## src/rtl/button_conditioner.sv

```systemverilog
// Push-button front end: 2-FF synchroniser, counter debounce, press/release strobes, long-press flag.
// Output btn_press is meant to replace raw edge detection in the downstream control FSM.
//
// state        | meaning
// RELEASED     | stable released, waiting for synced press
// PRESS_PEND   | synced press seen, counting debounce window
// PRESSED      | accepted press, timing long-press
// RELEASE_PEND | synced release seen, counting debounce window
module button_conditioner #(
  parameter int unsigned DEBOUNCE_CYCLES = 1_000_000,
  parameter int unsigned LONG_CYCLES     = 50_000_000,
  parameter bit          ACTIVE_LOW      = 1'b1,
  parameter int unsigned CNT_W           = 26
) (
  input  logic       CLK,
  input  logic       clear,
  input  logic       btn_raw,
  output logic       btn_level,
  output logic       btn_press,
  output logic       btn_release,
  output logic       btn_long,
  output logic [1:0] state_out
);

  localparam logic [1:0] RELEASED     = 2'b00;
  localparam logic [1:0] PRESS_PEND   = 2'b01;
  localparam logic [1:0] PRESSED      = 2'b10;
  localparam logic [1:0] RELEASE_PEND = 2'b11;

  localparam logic [CNT_W-1:0] DEB_LAST  = CNT_W'(DEBOUNCE_CYCLES - 1);
  localparam logic [CNT_W-1:0] LONG_LAST = CNT_W'(LONG_CYCLES - 1);
  localparam logic [CNT_W-1:0] CNT_ONE   = CNT_W'(1);

  logic             pressed_raw;
  logic             s1;
  logic             s2;
  logic [1:0]       state;
  logic [CNT_W-1:0] cnt;

  // Normalise polarity before synchronising so the FSM always sees 1 = pressed.
  assign pressed_raw = btn_raw ^ ACTIVE_LOW;
  assign state_out   = state;

  always_ff @(posedge CLK) begin
    if (clear) begin
      s1          <= 1'b0;
      s2          <= 1'b0;
      state       <= RELEASED;
      cnt         <= '0;
      btn_level   <= 1'b0;
      btn_press   <= 1'b0;
      btn_release <= 1'b0;
      btn_long    <= 1'b0;
    end else begin
      s1          <= pressed_raw;
      s2          <= s1;
      btn_press   <= 1'b0;
      btn_release <= 1'b0;
      case (state)
        RELEASED: begin
          if (s2) begin
            state <= PRESS_PEND;
            cnt   <= '0;
          end
        end
        PRESS_PEND: begin
          if (!s2) begin
            state <= RELEASED;
            cnt   <= '0;
          end else if (cnt == DEB_LAST) begin
            state     <= PRESSED;
            cnt       <= '0;
            btn_press <= 1'b1;
            btn_level <= 1'b1;
          end else begin
            cnt <= cnt + CNT_ONE;
          end
        end
        PRESSED: begin
          // Counter parks at LONG_LAST so it never wraps during a very long hold.
          if (!s2) begin
            state <= RELEASE_PEND;
            cnt   <= '0;
          end else if (cnt == LONG_LAST) begin
            btn_long <= 1'b1;
          end else begin
            cnt <= cnt + CNT_ONE;
          end
        end
        RELEASE_PEND: begin
          if (s2) begin
            state <= PRESSED;
            cnt   <= '0;
          end else if (cnt == DEB_LAST) begin
            state       <= RELEASED;
            cnt         <= '0;
            btn_release <= 1'b1;
            btn_level   <= 1'b0;
            btn_long    <= 1'b0;
          end else begin
            cnt <= cnt + CNT_ONE;
          end
        end
        default: begin
          state <= RELEASED;
          cnt   <= '0;
        end
      endcase
    end
  end

endmodule
```

## config.mk

```make
export PLATFORM = sky130hd
export DESIGN_NAME = button_conditioner
export DESIGN_NICKNAME = d
export VERILOG_FILES = /design/src/rtl/button_conditioner.sv
export SDC_FILE = /design/constraint.sdc
export NUM_CORES = 1
export LEC_CHECK = 0
export ABC_AREA = 1
export CELL_PAD_IN_SITES_DETAIL_PLACEMENT = 0
export CELL_PAD_IN_SITES_GLOBAL_PLACEMENT = 1
export CORE_MARGIN = 2
export CORE_UTILIZATION = 38
export CTS_CLUSTER_SIZE = 12
export DETAILED_ROUTE_END_ITERATION = 7
export MAX_ROUTING_LAYER = met4
export PLACE_DENSITY_LB_ADDON = 0.12
export SLEW_MARGIN = 20
export SYNTH_ARGS = -nofsm -noshare
export SYNTH_HDL_FRONTEND = slang
export SYNTH_SLANG_ARGS = --single-unit
```

## constraint.sdc

```tcl
create_clock -name CLK -period 1.6 [get_ports CLK]
set_clock_uncertainty 0.1 [all_clocks]
set_input_delay 0.4 -clock CLK [delete_from_list [all_inputs] [get_ports CLK]]
set_output_delay 0.4 -clock CLK [all_outputs]
set_load 0.005 [all_outputs]
```

# Yosys cells after proc, flatten, opt, wreduce, memory -nomap -nowiden
# Cells that the tools add are included.
# W data, S select, Z words.
[op_classes]
n_bitwise = 4
reduce_logical = 9
addsub = 1
mux = 23
eq_ne = 16
[op_table]
columns = ["cell", "count"]
rows = [
  ["$mux W26", 6],
  ["$pmux W26 S4", 1],
  ["$add A26 B1 Y26 const B", 1],
  ["$eq A26 B20 Y1 const B", 1],
  ["$eq A26 B26 Y1 const B", 1],
  ["$ne A2 B2 Y1 const B", 8],
  ["$mux W2", 6],
  ["$reduce_and A5 Y1", 2],
  ["$ne A3 B3 Y1 const B", 3],
  ["$pmux W2 S4", 1],
  ["$mux W1", 7],
  ["$reduce_or A3 Y1", 2],
  ["$eq A2 B2 Y1 const B", 2],
  ["$not A1 Y1", 4],
  ["$pmux W1 S2", 2],
  ["$reduce_and A4 Y1", 1],
  ["$reduce_bool A2 Y1", 2],
  ["$eq A2 B1 Y1 const B", 1],
  ["$logic_not A2 Y1", 1],
  ["$reduce_and A2 Y1", 1],
]
[totals]
in_bits = 3
register_bits = 34
wordCells = 61

# Logic depth before layout (Yosys ltp)
# Gate-level depths: netlist of run 1.
[depth]
depth_word = 4
mapped_depth = 12

# Least setup slack after synthesis of run 1
# Ideal clock, no wire load.
[synth_timing]
path_kind = "reg-to-reg"
from = "register cnt[1]"
to = "register cnt[4]"
stages_incl_launch_ff = 13
path_buffers = 0
synth_period_minus_slack_ns = 1.707
path_slack_ns = -0.107
required_time_ns = 1.382
arrival_ns = 1.490
setup_ns = 0.118
cell_sequence = "dfxtp_1 ha_1 nand2_2 nor2_4 nand3_1 nor2_1 nand2_1 nand2_2 nand3_2 nand2_2 inv_2 nand2_1 nor2_1"
[synth_between]
elab_chain_cells = 4
[synth_lines]
columns = ["item", "line_no", "text"]
rows = [
  ["from (decl)", "38", "logic [CNT_W-1:0] cnt;"],
  ["from (signal assigned)", "76", "cnt <= cnt + CNT_ONE;"],
  ["from (signal assigned)", "87", "cnt <= cnt + CNT_ONE;"],
  ["from (signal assigned)", "101", "cnt <= cnt + CNT_ONE;"],
  ["$add A26 B1 Y26 / $eq A26 B20 Y1 (equally long branches)", "n/a", ""],
  ["$mux W26 (on tied branches)", "70, 94, 84", ""],
  ["$mux W26 (on tied branches)", "91, 67, 81", ""],
  ["$pmux W26 S4", "59", "case (state)"],
]
# Parallel ways exist; a longest one is shown, timed or not. The select of a mux whose other input is x is not followed.
# A chain may end at the register's enable or synchronous reset.

# Worst setup path after layout of run 1
[layout_timing]
from = "register cnt[1]"
to = "register cnt[6]"
# The elaborated chain is that of the path after synthesis.

==> flow_metrics.env, run 1 <==
export IMPL_p_per_area_nw_per_um2=681.2
export IMPL_grt_total_usage_pct=26.90
export IMPL_synthTopCellsByArea="dfxtp_1, nand2_1, nor2_1"
export IMPL_clkPwrFrac_pct=26.2
export IMPL_syn_inst=366
export IMPL_initialDrtViolationCount=180
export IMPL_syn_to_final_growth_pct=56.93
export IMPL_slew_headroom_pct=81.40
export IMPL_ys_seq_area_share_pct=30.63
export IMPL_max_freq_mhz=566.0
export IMPL_antenna_left=0
export IMPL_clock_root_buffer="clkbuf_8"
export IMPL_path_class="reg -> reg"
export IMPL_finalInstanceArea_sq_um=3487
export IMPL_hold_viol=0
export IMPL_switching_share_pct=34.04
export IMPL_std_cell_rows=27
export IMPL_synth_nets=370
export IMPL_die_h_microns=80.47
export IMPL_wl_per_cell_microns=14.15
export IMPL_cp_max_fo=5
export IMPL_pwr_share_comb_pct=36.2
export IMPL_async_reset_ff_share_pct=0
export IMPL_synthTopCellsByCount="nand2_1, nor2_1, inv_1"
export IMPL_r2r_slack_ns=-0.17
export IMPL_grt_pass1_vias=2615
export IMPL_grt_pass1_wl_microns=12720
export IMPL_rsz0062_at_grt="yes"
export IMPL_yosys_area_top_type="dfxtp_1"
export IMPL_via_count=2721
export IMPL_fin_crit_ns=1.767
export IMPL_cts_tree="done"
export IMPL_synth_enable_flop_cells=0
export IMPL_grt_max_degree=15
export IMPL_worstSetupStartpointType="flop"
export IMPL_start_util_pct=39.87
export IMPL_cap_violations=0
export IMPL_status="complete, but fails checks"
export IMPL_violations="negative setup slack"
export IMPL_gp_congestion=0.9020
export IMPL_drtPass1Iterations=5
export IMPL_yosysUniqueCellTypes=27
export IMPL_worst_skew_pair_late_latency_ns=0.30
export IMPL_hp_class="reg -> reg"
export IMPL_overflow=0
export IMPL_required_ns=1.69
export IMPL_switchingPower_w=0.0008086
export IMPL_cts_clk_slew_worst_paths_ns=0.07
export IMPL_cts_max_path_buffers=2
export IMPL_leakage_nw=1.613
export IMPL_power_frac_seq_pct=37.5
export IMPL_slew_viol_final=0
export IMPL_cts_hold_buf=0
export IMPL_diodes=0
export IMPL_worstPathArrival_ns=1.85
export IMPL_port_buffers=8
export IMPL_clock_sinks=34
export IMPL_syn_area_per_cell_sq_um=6.071
export IMPL_io_pins=9
export IMPL_synth_ff_type="dfxtp_1"
export IMPL_antenna_found_initial=0
export IMPL_synth_most_common_cell="nand2_1"
export IMPL_cp_end_kind="flop"
export IMPL_tightest_slew_ns=0.2779
export IMPL_power_internal_w=0.001567
export IMPL_nets=477
export IMPL_drc=0
export IMPL_setup_viol=30
export IMPL_fillers=541
export IMPL_syn_area_sq_um=2222
export IMPL_viasPerCell=4.993
export IMPL_dp_hpwl_microns=5910
export IMPL_ir_worst_vdd_v=0.0005915
export IMPL_core_area_sq_um=5574
export IMPL_placed_area_sq_um=3102
export IMPL_ys_warn_count=0
export IMPL_netlist_area_leader_share_pct=30.63
export IMPL_synth_seq_cells=34
export IMPL_dieWidth_microns=80.47
export IMPL_die_area_sq_um=6475
export IMPL_worst_slack_ns=-0.1668
export IMPL_drive_above_1_share_pct=39.53
export IMPL_dp_slack_ns=-0.2668
export IMPL_period_share_pct=110.4
export IMPL_wirelength_microns=7710
export IMPL_numCtsBuffers=5
export IMPL_htreeDepth=2
layout make-up:
cell class	count	area, sq um	area share [%]
well taps	72	90.09	2.583
inverters	53	209.0	5.992
repair buffers	105	855.8	24.54
flip-flops and latches	34	704.4	20.20
clock buffers	7	76.32	2.189
multi-input cells	274	1551	44.49
worst max-delay path: stages (launching register included):
cell and delay, ns:
dfxtp_2 0.35, ha_4 0.15, nand2_4 0.07, nor2_4 0.13, nand3_2 0.11, nor2_4 0.15
nand2_4 0.08, nand2_4 0.10, nand3_4 0.12, nand2_8 0.14, buf_12 0.12, nor2_1 0.04
flip-flops by register name (all words and copies together) (netlist names), named ones only:
name	flops
state_out	1
btn_level	1
btn_long	1
btn_press	1
s2	1
btn_release	1
s1	1
cnt	26
layer usage:
metal	track usage, %	wire length, microns	up-vias	share of wire, %
li1	-	-	1392	-
met1	34.32	3697	1241	48
met2	44.00	3568	77	46
met3	4.831	310	11	4.0
met4	7.119	133	0	1.7
met5	-	0	-	0
through the flow:
step / total power [W] / util (%) / hold slack [ns] / std cells / setup TNS [ns]
global placement: 0.001594 / 55.65 / 0.2953 / 529 / -5.105
finish: 0.002375 / 62.56 / 0.3170 / 545 / -2.995
global route: 0.002475 / 62.56 / 0.3341 / 545 / -5.836
detailed placement: 0.001595 / 55.65 / 0.3046 / 529 / -5.589
CTS: 0.002317 / 59.96 / 0.3153 / 542 / -2.861
floorplan: 0.001256 / - / 0.2883 / 366 / -0.5198
what timing repair did:
| action | in CTS | in global routing |
|---|---|---|
| buffers inserted | 5 | 4 |
| resized for setup | 39 | 50 |
| setup endpoints to repair | 35 | 33 |
| pin swaps | 10 | 13 |
| cloned | 1 | 0 |
cells in the final DEF, fill, tap and decap left out, drive strengths merged:
master,instances
o21a,1
nand4,27
ha,1
nand3b,2
xor2,3
buf,97
a31o,1
a21o,1
a21oi,13
nor2,68
dfxtp,34
inv,53
dlygate4sd2,4
dlymetal6s2s,2
nand2,106
clkdlybuf4s50,2
nand3,29
clkbuf,7
o211ai,1
nor3,9
o21ai,12
power by group through the flow:
stage	combinational, W	clock [W]	sequential, W
global route	0.000921	0.000660	0.000894
detailed placement	0.000680	0	0.000915
floorplan	0.000343	0	0.000914
finish	0.000861	0.000623	0.000892
global placement	0.000680	0	0.000914
CTS	0.000791	0.000631	0.000896
logic make-up (layout without fill, tap and decap cells):
logic type      Yosys count  in the layout  share of synthesized area [%]
fa+ha+maj                 1              1                         0.5630
flops                    34             34                          30.63
xor+xnor                  3              3                          1.183
buf+inv                  59            165                          10.75
simple gates            240            241                          49.66
compound gates           29             29                          7.207
worst paths after layout:
check | start | to | cells past startpoint
worst max-delay path | cnt[1] | cnt[6] | 11
worst min-delay path | s1 | s2 | 2
worst min register to register | s1 | s2 | 2
worst max register to register | cnt[1] | cnt[6] | 11
Note: power is estimated with default switching activity, not from simulation.
==> run 2: changes to the inputs <==
--- a/config.mk
+++ b/config.mk
@@ -13,7 +13,7 @@
 export CTS_CLUSTER_SIZE = 12
 export DETAILED_ROUTE_END_ITERATION = 7
 export MAX_ROUTING_LAYER = met4
-export PLACE_DENSITY_LB_ADDON = 0.12
+export PLACE_DENSITY = 0.75
 export SLEW_MARGIN = 20
 export SYNTH_ARGS = -nofsm -noshare
 export SYNTH_HDL_FRONTEND = slang
==> run 2 against run 1 <==
  * The run still ends with negative setup slack left
  * Critical path depth rose by 1
  * Sequential share of layout area down 1.1 points
  * Via count increased by 1.7%
  * Cell area up 4.0%
  * Utilization up 2.5 points
  * First-iteration DRC count is 8.3% higher
  * Count of clock-buffer cells in the layout shrank 2
  * Total power increased by 13%
  * Critical path type unchanged
  * Critical endpoint is now cnt[2]
  * Largest cell class unchanged
==> flow_metrics.env, run 2 (synthesized netlist as in run 1, its figures left out) <==
export IMPL_overflow=0
export IMPL_initialDrtViolationCount=195
export IMPL_r2r_start="cnt[13]"
export IMPL_grt_pass1_wl_microns=12860
export IMPL_cap_violations=0
export IMPL_grt_pass1_vias=2600
export IMPL_worst_path_max_delay_cell="dfxtp_1"
export IMPL_top_register="cnt"
export IMPL_cp_cell_sequence="buf_4 -> inv_1 -> nand2_1 -> nor2_2 -> nand2_2 -> nor2_4 -> nand2_4 -> nand2_8 -> nand3_4 -> nand2_8 -> buf_12 -> nor2_1"
export IMPL_gp_congestion=0.9499
export IMPL_io_pins=9
export IMPL_drc=0
export IMPL_max_freq_mhz=551.2
export IMPL_slew_viol_final=0
export IMPL_cts_max_path_buffers=2
export IMPL_ir_worst_vdd_v=0.0005150
export IMPL_violations="negative setup slack"
export IMPL_worst_skew_pair_late_latency_ns=0.30
export IMPL_crit_path_frequent_cell="nand2_8"
export IMPL_wirelength_microns=7994
export IMPL_status="complete, but fails checks"
export IMPL_place_inst=528
export IMPL_setup_tns_final_ns=-4.154
export IMPL_nets=483
export IMPL_numCtsBuffers=5
export IMPL_hp_class="reg -> reg"
export IMPL_worst_slack_ns=-0.2143
export IMPL_path_class="reg -> reg"
export IMPL_tightest_slew_ns=0.3311
export IMPL_die_h_microns=80.47
export IMPL_slowest_delay_ns=0.35
export IMPL_stdcell_count=552
export IMPL_required_ns=1.69
export IMPL_fillers=513
export IMPL_via_count=2767
export IMPL_drtPass1Iterations=4
export IMPL_port_buffers=8
export IMPL_reg2regPathDepth=12
export IMPL_grt_total_usage_pct=27.18
export IMPL_largest_reg_flops=26
export IMPL_drive_above_1_share_pct=38.54
export IMPL_final_common_cell="buf_4"
export IMPL_clock_root_buffer="clkbuf_8"
export IMPL_dieWidth_microns=80.47
export IMPL_startpoint="cnt[13]"
export IMPL_period_share_pct=113.4
export IMPL_clock_sinks=34
export IMPL_holdPathStages=2
export IMPL_r2r_slack_ns=-0.21
export IMPL_dp_slack_ns=-0.2572
export IMPL_viasPerCell=5.013
export IMPL_fin_crit_ns=1.814
export IMPL_cp_end_kind="flop"
export IMPL_crit_path_end="cnt[2]"
export IMPL_rsz0062_at_grt="yes"
export IMPL_final_cell_mix="buf_4, nand2_1, nor2_1"
export IMPL_setup_viol=30
export IMPL_worst_path_stages=12
export IMPL_cts_hold_buf=0
export IMPL_slew_headroom_pct=77.76
export IMPL_p_per_area_nw_per_um2=743.2
export IMPL_grt_max_degree=13
export IMPL_cts_clk_slew_worst_paths_ns=0.08
export IMPL_antenna_found_initial=0
export IMPL_worstSetupStartpointType="flop"
export IMPL_std_cell_rows=27
export IMPL_antenna_left=0
export IMPL_path_buf_inv=3
export IMPL_syn_to_final_growth_pct=63.23
export IMPL_leakage_nw=1.667
export IMPL_cts_tree="done"
export IMPL_crit_family="simple AND/OR/NAND/NOR gates"
export IMPL_dp_hpwl_microns=5704
export IMPL_r2r_end="cnt[2]"
export IMPL_cp_max_fo=5
export IMPL_diodes=0
export IMPL_core_area_sq_um=5574
export IMPL_wl_per_cell_microns=14.48
export IMPL_die_area_sq_um=6475
export IMPL_start_util_pct=39.87
export IMPL_hold_viol=0
export IMPL_htreeDepth=2
export IMPL_worstPathArrival_ns=1.91
[run 2: area by class of cell]
cell class,instances,area (sq um),share of cell area (%)
Tap cell,72,90.09,2.484
Sequential cell,34,693.2,19.11
Inverter,53,209.0,5.761
Clock inverter,3,40.04,1.104
Timing Repair Buffer,111,947.2,26.11
Multi-Input combinational cell,274,1579,43.53
Clock buffer,5,68.82,1.897
[run 2: worst min-delay path by stage]
stage,from,end
final,s1,s2
after global routing,s1,s2
after global placement,s1,s2
after floorplan,s1,s2
after detailed placement,s1,s2
after CTS,s1,s2
[run 2: tightest hold or removal path: cells and delay by family (launching register included)]
kind | cells | cell delay, ns
and+or+nand+nor | 1 | 0.03
DFF | 1 | 0.31
buffers and inverters | 1 | 0.04
[run 2: through the flow]
| stage | hold slack, ns | total power [W] | utilization (%) | area [sq um] |
|---|---|---|---|---|
| 4_1_cts | 0.3181 | 0.002623 | 62.04 | 3458 |
| 3_3_place_gp | 0.3003 | 0.001559 | 55.74 | 3107 |
| 3_5_place_dp | 0.3062 | 0.001566 | 55.74 | 3107 |
| 2_1_floorplan | 0.2883 | 0.001256 | - | 2278 |
| 5_1_grt | 0.3325 | 0.002801 | 65.07 | 3627 |
| 6_report | 0.3159 | 0.002696 | 65.07 | 3627 |
[run 2: repair_timing]
item	4_1_cts	5_1_grt
gates resized for setup	44	38
setup endpoints to repair	37	31
pin swaps	9	11
cloned	3	0
setup buffers	7	7
[run 2: routing by layer]
metal  track usage, %  part of all wire [%]
met1            36.25                    47
met2            42.75                    46
met3            3.483                   4.6
met4            8.814                   2.7
met5                -                     0
[run 2: where the power goes]
part	switching (W)	internal, W
clock network	0.000355	0.000459
logic	0.000507	0.000488
registers	0.0000154	0.000871
